## config.mk

```make
export PLATFORM = sky130hd
export DESIGN_NAME = rc5_tx
export DESIGN_NICKNAME = d
export VERILOG_FILES = /design/src/rtl/rc5_tx.sv
export SDC_FILE = /design/constraint.sdc
export NUM_CORES = 1
export LEC_CHECK = 0
export BUFFER_PORTS_ARGS = -buffer_cell sky130_fd_sc_hd__buf_2
export CAP_MARGIN = 20
export CORE_AREA = 2 2 80 82
export CTS_BUF_LIST = sky130_fd_sc_hd__clkbuf_8
export DETAILED_ROUTE_END_ITERATION = 10
export DIE_AREA = 0 0 82 84
export PLACE_DENSITY = 0.9
export SYNTH_ARGS = -nofsm -noshare
export SYNTH_HDL_FRONTEND = slang
export SYNTH_SLANG_ARGS = --single-unit
```

## constraint.sdc

```tcl
create_clock -name sys_clk -period 10.4 [get_ports sys_clk]
set_input_delay 2.08 -clock sys_clk [delete_from_list [all_inputs] [get_ports sys_clk]]
set_output_delay 2.08 -clock sys_clk [all_outputs]
set_load 0.05 [all_outputs]
```

## src/rtl/rc5_tx.sv

```systemverilog
// RC5 infrared transmitter on a CSR page: sends a start bit plus a 13-bit word,
// Manchester coded on the 570 Hz x16 timing base, with a 25%-duty carrier output.
module rc5_tx #(
    parameter logic [3:0] csr_addr     = 4'h0,
    parameter int         clk_freq     = 100000000,
    parameter int         carrier_freq = 36000
) (
    input  logic        sys_clk,
    input  logic        sys_rst,
    input  logic [14:0] csr_a,
    input  logic        csr_we,
    input  logic [31:0] csr_di,
    output logic [31:0] csr_do,
    output logic        tx_irq,
    output logic        tx,
    output logic        tx_ir
);

    localparam int DIVISOR = clk_freq / 570 / 16;
    localparam int DIV_W   = $clog2(DIVISOR);
    localparam int CP      = clk_freq / carrier_freq;
    localparam int CAR_W   = $clog2(CP);
    localparam logic [DIV_W-1:0] DIV_LAST = DIV_W'(DIVISOR - 1);
    localparam logic [CAR_W-1:0] CAR_LAST = CAR_W'(CP - 1);
    localparam logic [CAR_W-1:0] CAR_HIGH = CAR_W'(CP / 4);

    typedef enum logic {IDLE, SEND} state_t;

    state_t           state_reg, state_next;
    logic [13:0]      frame_reg, frame_next;
    logic [12:0]      data_reg, data_next;
    logic [4:0]       half_reg, half_next;
    logic [DIV_W-1:0] div_reg, div_next;
    logic [2:0]       tick_reg, tick_next;
    logic [CAR_W-1:0] car_reg, car_next;
    logic             cen_reg, cen_next;
    logic             tx_reg, tx_next;
    logic             tx_ir_reg, tx_ir_next;
    logic             irq_reg, irq_next;
    logic [31:0]      csr_do_reg, csr_do_next;

    logic csr_sel, wr_en, start, tick, half_done, frame_done, busy;
    logic [3:0] bit_idx;
    logic cur_bit;
    logic unused_bits;

    assign csr_sel    = (csr_a[14:10] == {1'b0, csr_addr});
    assign wr_en      = csr_sel & csr_we;
    assign busy       = (state_reg == SEND);
    assign start      = wr_en & ~csr_a[0] & ~busy;
    assign tick       = (div_reg == DIV_LAST);
    assign half_done  = tick & (tick_reg == 3'd7);
    assign frame_done = busy & half_done & (half_reg == 5'd27);
    assign unused_bits = &{1'b0, csr_di[31:13], csr_a[9:1]};

    always_ff @(posedge sys_clk) begin
        if (sys_rst) begin
            state_reg  <= IDLE;
            frame_reg  <= '0;
            data_reg   <= '0;
            half_reg   <= '0;
            div_reg    <= '0;
            tick_reg   <= '0;
            car_reg    <= '0;
            cen_reg    <= 1'b1;
            tx_reg     <= 1'b0;
            tx_ir_reg  <= 1'b0;
            irq_reg    <= 1'b0;
            csr_do_reg <= '0;
        end else begin
            state_reg  <= state_next;
            frame_reg  <= frame_next;
            data_reg   <= data_next;
            half_reg   <= half_next;
            div_reg    <= div_next;
            tick_reg   <= tick_next;
            car_reg    <= car_next;
            cen_reg    <= cen_next;
            tx_reg     <= tx_next;
            tx_ir_reg  <= tx_ir_next;
            irq_reg    <= irq_next;
            csr_do_reg <= csr_do_next;
        end
    end

    // Next state plus datapath; counters restart on an accepted write so every frame is timed identically.
    always_comb begin
        state_next = state_reg;
        frame_next = frame_reg;
        data_next  = data_reg;
        half_next  = half_reg;
        div_next   = tick ? '0 : div_reg + 1'b1;
        tick_next  = tick ? tick_reg + 3'd1 : tick_reg;
        car_next   = (car_reg == CAR_LAST) ? '0 : car_reg + 1'b1;
        cen_next   = (wr_en & csr_a[0]) ? csr_di[0] : cen_reg;
        case (state_reg)
            IDLE: begin
                if (start) begin
                    state_next = SEND;
                    frame_next = {1'b1, csr_di[12:0]};
                    data_next  = csr_di[12:0];
                    half_next  = '0;
                    div_next   = '0;
                    tick_next  = '0;
                    car_next   = '0;
                end
            end
            SEND: begin
                if (half_done)
                    half_next = half_reg + 5'd1;
                if (frame_done)
                    state_next = IDLE;
            end
            default: state_next = IDLE;
        endcase
    end

    // First half of a bit carries its complement, second half the bit itself.
    always_comb begin
        bit_idx     = 4'd13 - half_next[4:1];
        cur_bit     = frame_next[bit_idx];
        tx_next     = (state_next == SEND) & (half_next[0] ? cur_bit : ~cur_bit);
        tx_ir_next  = tx_next & ((car_next < CAR_HIGH) | ~cen_next);
        irq_next    = frame_done;
        csr_do_next = '0;
        if (csr_sel)
            csr_do_next = csr_a[0] ? {31'd0, cen_reg} : {18'd0, busy, data_reg};
    end

    assign csr_do = csr_do_reg;
    assign tx_irq = irq_reg;
    assign tx     = tx_reg;
    assign tx_ir  = tx_ir_reg;

endmodule

```

==> reports/metrics.cfg <==
[logic_synthesis]
synth_mux_area_frac=0.0399
yosys_warnings=0
synth.most_common_cell=dfxtp_1
synth_top_family_by_area=simple AND/OR/NAND/NOR gates
synthTopCellsByArea=dfxtp_1 46%, nand2_1 6.9%, nor2_1 4.5%, a21oi_1 4.3%, buf_4 3.9%
synthAdderAreaFrac=0.0252
synth_compound_area_frac=0.0928
async_flop_share=0
ys_top_cells_by_count=80 x dfxtp_1, 64 x nand2_1, 42 x nor2_1
yosys.area_share.simple=0.250
synth-xor-area-share=0.0604
synth_edf_count=0
syn_area_um2=3480
synth_top_area_frac=0.460
synth_cell_type_count=47
yosysSeqAreaShare=0.460
synth_ff_type=dfxtp_1
syn_inst=406
synth_top_cell_by_area=dfxtp_1
syn_area_per_cell_um2=8.57
ys_seq_elements=80

[worst_setup_path]
critical_path_required_ps=10650
endpoint=tx_ir$_SDFF_PP0_
crit_arrival_ps=5020
endpoint_kind=flip-flop
regToRegSetupSlack_ps=6430
cpPeakStageDelay_ps=430
cp-start-kind=input pin
crit_start=csr_a[11]
reg2reg_from=div_reg[2]$_SDFF_PP0_
ff2ff_path_depth=10
path_cells=buf_2 -> nor4b_1 -> nand2_1 -> buf_4 -> nand2_1 -> mux2_2 -> inv_1 -> ha_1 -> o21ai_0 -> nor4_1 -> nor4_1 -> a21oi_1 -> mux2_2
critical_path.max_fanout=39
crit_type=input pin to flip-flop
rr_endpoint=tx_ir$_SDFF_PP0_
cpMaxStageDelayCell=ha_1

[floorplanning]
coreArea_um2=6100
die_w_um=82
boundaryPins=85
die-height_um=84
die_area_um2=6890
core.rowCount=29
initial_utilization=0.571

[global_route]
grt_max_degree=43
grt_pass1_wl_um=11600
grt-ovfl-total=0
grt_pass1_vias=2698
gr-usage-all-layers=0.216
antenna_found_initial=0

[sta]
fmax_mhz=210
period_minus_slack_ps=4770
post-route-period-util=0.458
slew_viol_final=0
finalHoldViolations=0
finalClockSkew_ps=9.36
setup_violations=0
tns_ps=0
rsz0062_at_grt=false
max_slew_margin=0.341
worst_pin_slew_ps=979

[layout]
area_growth_pct=11.0
fin_nets=495
multi_input_area_um2=1700
n_antenna_cell=0
seq_area_um2=1600
drive_above_1_share=0.153
fillCellCount=478
final_core_util=0.634

[power]
leakagePower_uw=0.00153
p_comb_frac=0.053
p_sw_uw=147
p_per_area_nw_per_um2=156
seq_power_share=0.518
p_int_uw=453
power.total_uw=601
netSwitchingFraction=0.245
p_clk_frac=0.429
vdd_drop_max_mv=0.106

[clock_network]
cts_buffers=9
holdBufCountCts=0
cts_root_buf=clkbuf_8
cts_sinks=80
cts_htree_levels=3
clk_pin_slew_ps=90
post_cts_resized=0
cts_tree=done
clkLatencyLatePin_ps=360
postCtsSetupRepairBufs=0
cts_buffer_depth=2

[route]
via_per_inst=5.43
drt_iter0_markers=214
avgRoutedWirePerCell_um=13.5
wl_um=7000
drtPass1Iterations=4
ant_nets=0
drc=0
vias=2826

[placed_design]
port_buffers=38
dp_hpwl_um=4820
gp_congestion=0.871

[hold_path]
min_path_type=flip-flop to flip-flop

[status]
status=finished, final reports clean

[run]
maxCapViolCount=0

-- cells by family (layout without fill, tap and decap cells) --
| family | count (synthesis) | in the layout |
|---|---|---|
| flops | 80 | 80 |
| mux | 13 | 13 |
| buf+inv | 45 | 65 |
| compound gates | 53 | 53 |
| other cells | 1 | 18 |
| fa+ha+maj | 7 | 7 |
| xor+xnor | 24 | 24 |
| simple gates | 183 | 183 |
-- how the worst min path moves through the flow --
stage                                         start                       end  slack [ps]  cells past startpoint
after floorplan           data_reg[10]$_SDFFE_PP0P_     csr_do[10]$_SDFF_PP0_         430                      1
after global placement     data_reg[2]$_SDFFE_PP0P_      csr_do[2]$_SDFF_PP0_         430                      1
after detailed placement  data_reg[10]$_SDFFE_PP0P_     csr_do[10]$_SDFF_PP0_         440                      1
after CTS                  data_reg[6]$_SDFFE_PP0P_  data_reg[6]$_SDFFE_PP0P_         460                      2
after global routing       data_reg[4]$_SDFFE_PP0P_  data_reg[4]$_SDFFE_PP0P_         480                      2
final                      data_reg[6]$_SDFFE_PP0P_  data_reg[6]$_SDFFE_PP0P_         450                      2
-- power groups by stage --
stage / combinational [µW] / sequential (µW) / clock, µW
global placement: 31.0 / 318 / 0
CTS: 31.8 / 311 / 259
floorplan: 30.2 / 318 / 0
finish: 31.9 / 311 / 258
detailed placement: 31.7 / 318 / 0
global route: 34.5 / 312 / 272
-- metrics by stage --
step           setup slack, ps  hold WS [ps]  area [µm²]  std cells
2_1_floorplan             5860           430        3540        423
3_3_place_gp              5420           435        3630        503
3_5_place_dp              5310           441        3630        504
4_1_cts                   5660           456        3860        520
5_1_grt                   5270           480        3860        520
6_report                  5630           454        3860        520
-- routing by layer --
metal	track usage	vias up	wire length (µm)
met5	0	-	0
li1	-	1400	-
met1	0.250	1329	2830
met4	0.121	0	198
met3	0.0390	18	344
met2	0.367	79	3620
-- worst max-delay path: cells and delay by family --
family	cells	cell delay, ps
AND/OR/NAND/NOR	5	970
buffers and inverters	3	480
adder cells (fa/ha/maj)	1	430
AO/OA/AOI/OAI	2	440
multiplexers	2	610
-- area by class of cell --
cell class / instances / share of cell area
multi-input combinational: 298 / 0.439
clock inverter: 7 / 0.0269
clock buffer: 9 / 0.0321
inverter: 8 / 0.00777
tap: 77 / 0.0249
sequential: 80 / 0.415
timing repair buffer: 41 / 0.0544
-- cells in the final DEF, fill, tap and decap left out, types with 3 or more instances in the layout --
cell and instances:
clkbuf_8 9, o21ai_0 7, nor3b_1 3, nand4_1 4, a21oi_1 30, mux2_2 3
or3_1 3, nand2_1 64, xor2_1 13, nor4_1 6, conb_1 18, clkinv_4 3
dfxtp_1 80, o31ai_1 3, nor3_1 15, and2_1 14, and3_1 4, ha_1 7
nor2_1 42, mux2i_1 9, buf_2 39, or2_2 4, xnor2_1 11, nand3_1 13
inv_1 8
Power figures use the tool's default switching activity.
